==> config.mk <==
export PLATFORM = sky130hd
export DESIGN_NAME = decoder_scan_seq
export DESIGN_NICKNAME = d
export VERILOG_FILES = /design/src/rtl/decoder_scan_seq.sv
export SDC_FILE = /design/constraint.sdc
export NUM_CORES = 1
export LEC_CHECK = 0
export BUFFER_PORTS_ARGS = -buffer_cell sky130_fd_sc_hd__buf_2
export CAP_MARGIN = 20
export CORE_MARGIN = 2
export CORE_UTILIZATION = 59
export CTS_CLUSTER_SIZE = 12
export DETAILED_ROUTE_END_ITERATION = 8
export PLACE_DENSITY = 0.94
export SYNTH_ARGS = -nofsm -noshare
export SYNTH_HDL_FRONTEND = slang
export SYNTH_SLANG_ARGS = --single-unit
export TNS_END_PERCENT = 20
==> constraint.sdc <==
create_clock -name clk -period 3.2 [get_ports clk]
set_clock_uncertainty 0.2 [all_clocks]
set_input_delay 0.16 -clock clk [delete_from_list [all_inputs] [get_ports clk]]
set_output_delay 0.16 -clock clk [all_outputs]
set_load 0.01 [all_outputs]
==> src/rtl/decoder_scan_seq.sv <==
// decoder_scan_seq: upstream sequencer for a 3x8 decoder.
// Walks the channels enabled in a latched mask. Each selected channel is held
// for DWELL clocks with en=1. The sequencer runs one sweep, or loops until stop.
// Optional feature: define DECODER_SCAN_BLANK_GAP_EN to add anti-ghosting blanking.
// With blanking, each address change is followed by one en=0 cycle.
module decoder_scan_seq #(
  parameter int ADDR_W = 3,
  parameter int DWELL  = 4
) (
  input  logic                   clk,
  input  logic                   rst_n,
  input  logic                   start,
  input  logic                   stop,
  input  logic                   cont,
  input  logic [2**ADDR_W-1:0]   mask,
  output logic [ADDR_W-1:0]      a,
  output logic                   en,
  output logic                   busy,
  output logic                   done
);

  localparam int N  = 2 ** ADDR_W;
  // A one-clock dwell still needs a one-bit counter, which stays at zero.
  localparam int CW = (DWELL > 1) ? $clog2(DWELL) : 1;
  localparam logic [CW-1:0] CNT_LAST = CW'(DWELL - 1);

`ifdef DECODER_SCAN_BLANK_GAP_EN
  typedef enum logic [1:0] {IDLE, SCAN, BLANK} state_t;
`else
  typedef enum logic [1:0] {IDLE, SCAN} state_t;
`endif

  state_t           state;
  logic [CW-1:0]    cnt;
  logic [N-1:0]     mask_q;
  logic             cont_q;

  logic [ADDR_W-1:0] next_idx;
  logic              has_next;
  logic [ADDR_W-1:0] first_idx;
  logic [ADDR_W-1:0] start_idx;

  // Returns the index of the lowest set bit. An empty mask returns 0.
  function automatic logic [ADDR_W-1:0] lowest_set(input logic [N-1:0] m);
    logic [ADDR_W-1:0] r;
    r = '0;
    for (int i = N - 1; i >= 0; i--) begin
      if (m[i]) r = ADDR_W'(i);
    end
    return r;
  endfunction

  // Finds the next enabled channel strictly above the current select.
  // Also finds the wrap target, which is the lowest enabled channel.
  always_comb begin
    // NOTE: every always_comb output gets a default first so no path leaves it unassigned (no latch).
    has_next  = 1'b0;
    next_idx  = '0;
    for (int i = N - 1; i >= 0; i--) begin
      if (mask_q[i] && (i > int'(a))) begin
        has_next = 1'b1;
        next_idx = ADDR_W'(i);
      end
    end
    first_idx = lowest_set(mask_q);
    start_idx = lowest_set(mask);
  end

  // Sequencer FSM. All outputs are registered here.
  always_ff @(posedge clk or negedge rst_n) begin
    if (!rst_n) begin
      state  <= IDLE;
      cnt    <= '0;
      mask_q <= '0;
      cont_q <= 1'b0;
      a      <= '0;
      en     <= 1'b0;
      busy   <= 1'b0;
      done   <= 1'b0;
    end else begin
      // NOTE: sequential state uses non-blocking assignments, so every branch sees pre-edge values.
      done <= 1'b0;
      if (stop) begin
        // Abort has priority over start, dwell advance and sweep end.
        state <= IDLE;
        cnt   <= '0;
        a     <= '0;
        en    <= 1'b0;
        busy  <= 1'b0;
      end else begin
        case (state)
          IDLE: begin
            if (start) begin
              if (mask != '0) begin
                mask_q <= mask;
                cont_q <= cont;
                state  <= SCAN;
                a      <= start_idx;
                en     <= 1'b1;
                busy   <= 1'b1;
                cnt    <= '0;
              end else begin
                // An empty sweep completes at once.
                done <= 1'b1;
              end
            end
          end

          SCAN: begin
            if (cnt == CNT_LAST) begin
              cnt <= '0;
              if (has_next) begin
                a <= next_idx;
`ifdef DECODER_SCAN_BLANK_GAP_EN
                en    <= 1'b0;
                state <= BLANK;
`endif
              end else if (cont_q) begin
                a <= first_idx;
`ifdef DECODER_SCAN_BLANK_GAP_EN
                // With a single enabled channel the address does not change, so no blank cycle is inserted.
                if (first_idx != a) begin
                  en    <= 1'b0;
                  state <= BLANK;
                end
`endif
              end else begin
                state <= IDLE;
                a     <= '0;
                en    <= 1'b0;
                busy  <= 1'b0;
                done  <= 1'b1;
              end
            end else begin
              cnt <= cnt + CW'(1);
            end
          end

`ifdef DECODER_SCAN_BLANK_GAP_EN
          BLANK: begin
            // The new address is already on a. Enable it and restart the dwell.
            state <= SCAN;
            en    <= 1'b1;
            cnt   <= '0;
          end
`endif

          default: state <= IDLE;
        endcase
      end
    end
  end

endmodule

==> run summary <==
Status = complete, no violations
Final nets = 162
Number of global-route vias before repair = 988
Worst Setup Path Type = input pin to flip-flop
Clock-pin slew on the worst setup and hold paths = 0.09 ns
First-pass GRT wire length = 4.46 mm
Setup repair after global routing missed its margin = no
Critical path's largest stage delay = 0.66 ns
Final WL = 2.86 mm
Area Growth Syn to Fin = 19.6%
1st-pass router iterations = 4
Port Buffer Count = 18
Clock buffer depth = 2
Critical R2R Launch = a[2]
GRT Residual Overflow = 0
Max-Cap Viols = 0
Diode count = 0
Post-synth ARST share = 1.00
Die height = 47.9 um
Met1 usage = 0.358
Clk sinks = 16
GPL Wtd Cong = 0.866
Root buffer cell = clkbuf_4
Via count = 1112
Largest net degree at the start of global routing = 17
Post-Syn Area per Cell = 9.63 um2
Critical path's slowest cell = nor4_1
Sequential area share after synthesis = 0.352
Met2 Resource Use GR = 0.459
DR WL/cell = 16.7 um
P per Cell Area = 427 mW/mm2
Worst slew margin = 0.508
Core footprint = 0.00176 mm2
Share of layout cells above drive strength 1 = 0.279
Top Usage Layer GRT = met2
CTS tree = yes
Top cells by area, synth = dfrtp_1 35%, mux2_4 9.3%, nor2_1 4.3%, nand2_1 3.3%, a21oi_1 3.1%
Critical Path Start Type = input pin
Worst setup startpoint = mask[3]
Worst slew pin tran = 0.731 ns
Clock latency reported for the late side of the worst-skew pair = 0.29 ns
Cells after Synth = 118
DIE WIDTH = 47.9 um
Leak = 0.601 nW
GRT Total Usage = 0.284
Synth top area share = 0.352
Via density = 6.47
Met3 Track Usage GR = 0.0679
Post-layout min period = 2.34 ns
Number of remaining DRC errors = 0
Pwr Total = 0.000580 W
Ys Warns = 0
Design area = 0.00136 mm2
Fin. max-slew vios = 0
Fmax = 0.427 GHz
R2R Setup Slk = 1.07 ns
Syn_nets = 132
Postcts setup bufs = 0
WP data required = 3.19 ns
Critical Path Sink Type = flip-flop
R2r endpoint = a[1]
Critical Path Fanout Max = 12
Total placed instance area = 0.00120 mm2
Initial Util = 0.644
Max IR drop VDD = 0.314 mV
Final setup viols = 0
Primary FF master, synth = dfrtp_1
Min-Delay Path Class = input pin to asynchronous set/reset pin
Post-synth EDFFs = 0
H-tree depth = 1
Layout Utilization = 0.770
Synth Register Bits = 16
Die area = 0.00229 mm2
CTS Hold Bufs = 12
Initial DRC count = 46
Final HPWL DP = 1.87 mm
R2R cell count = 5
Post-synthesis cell type count = 46
Resize count post-CTS = 0
CP arrival = 2.33 ns
Synth area leader = dfrtp_1
Post-route ant nets = 0
Initial antenna violation count = 0
Mapped cell area = 0.00114 mm2
CTS Buf Count = 3
Crit path cell chain = dlygate4sd3_1, buf_2, nor4_1, a211oi_2, buf_4, o22a_2, a22o_1
Fin. Hold Viols = 0
IO Pins = 19
CP endpoint = a[1]
Fin crit share = 0.732
Num rows = 15
Setup TNS Final = 0 ns
-- stage by stage --
| step | setup slack [ns] | instances | hold WS (ns) |
|---|---|---|---|
| floorplan | 1.35 | 118 | -0.336 |
| global placement | 1.16 | 156 | -0.119 |
| detailed placement | 1.08 | 156 | -0.115 |
| CTS | 0.892 | 172 | 0.110 |
| global route | 0.712 | 172 | 0.124 |
| finish | 0.857 | 172 | 0.0920 |
-- layout by cell type (no fill, tap or decap), types with 2 or more instances in the layout --
cell / Yosys / routed
buf_2: 1 / 18
dfrtp_1: 16 / 16
nor2_1: 13 / 13
dlygate4sd3_1: 0 / 12
nand2_1: 10 / 10
mux2_4: 7 / 7
a21oi_1: 7 / 7
inv_1: 4 / 4
nand2b_1: 4 / 4
nor3_1: 4 / 4
o21bai_1: 3 / 3
nor4_1: 3 / 3
nor2b_1: 3 / 3
o21ai_0: 3 / 3
clkbuf_4: 0 / 3
or2b_2: 2 / 2
a211oi_2: 2 / 2
o41ai_1: 2 / 2
o31ai_1: 2 / 2
nand3b_1: 2 / 2
-- power breakdown --
part / internal (W) / switching (W) / total (W)
clock: 0.0000694 / 0.0000650 / 0.000134
combinational: 0.0000932 / 0.0000767 / 0.000170
sequential: 0.000228 / 0.0000475 / 0.000275
total: 0.000391 / 0.000189 / 0.000580
-- Yosys cell counts (all sizes together), types with 2 or more instances --
library cell	instances
nor4	3
nand3b	2
o31ai	2
a211oi	3
a21oi	7
mux2	8
dfrtp	16
o311a	2
or2b	2
o21bai	3
clkbuf	2
nand2	10
nor3	4
o21ai	4
a211o	2
nor2	13
nand2b	4
o41ai	2
nor2b	3
buf	4
inv	4
-- layer usage --
layer / wire length (um) / part of all wire
met5: 0 / 0
met2: 1420 / 0.50
met1: 1240 / 0.43
met4: 65 / 0.023
met3: 136 / 0.047
-- layout make-up --
cell class,count,area [um2]
fillers,114,405
inverters,4,15.0
well taps,25,31.3
clock buffers,4,36.3
multi-input cells,92,658
repair buffers,31,218
flip-flops and latches,16,400
-- sequential cells by signal, summed over array words and instances, names as in the netlist --
register  cells
done          1
cont_q        1
a             3
cnt           2
mask_q        8
busy          1
-- how the worst min path moves through the flow --
stage                      to  depth (start not counted)
finish              mask_q[3]                          2
floorplan                a[0]                          0
CTS                 mask_q[3]                          2
global route        mask_q[3]                          2
detailed placement  mask_q[3]                          1
global placement    mask_q[3]                          1
-- cells by family (layout without fill, tap and decap cells) --
logic type / count (synthesis) / count (layout) / synth area share
DFF: 16 / 16 / 0.352
AOI/OAI and AO/OA: 37 / 37 / 0.257
and+or+nand+nor: 46 / 46 / 0.209
adders and majority gates: 1 / 1 / 0.0110
muxes: 8 / 8 / 0.102
buffers and inverters: 10 / 39 / 0.0683
-- worst max-delay path: cells and delay by family --
family / cells / cell delay, ns
simple gates: 1 / 0.66
buf+inv: 3 / 0.94
compound gates: 3 / 0.59
Note: power is estimated with default switching activity, not from simulation.
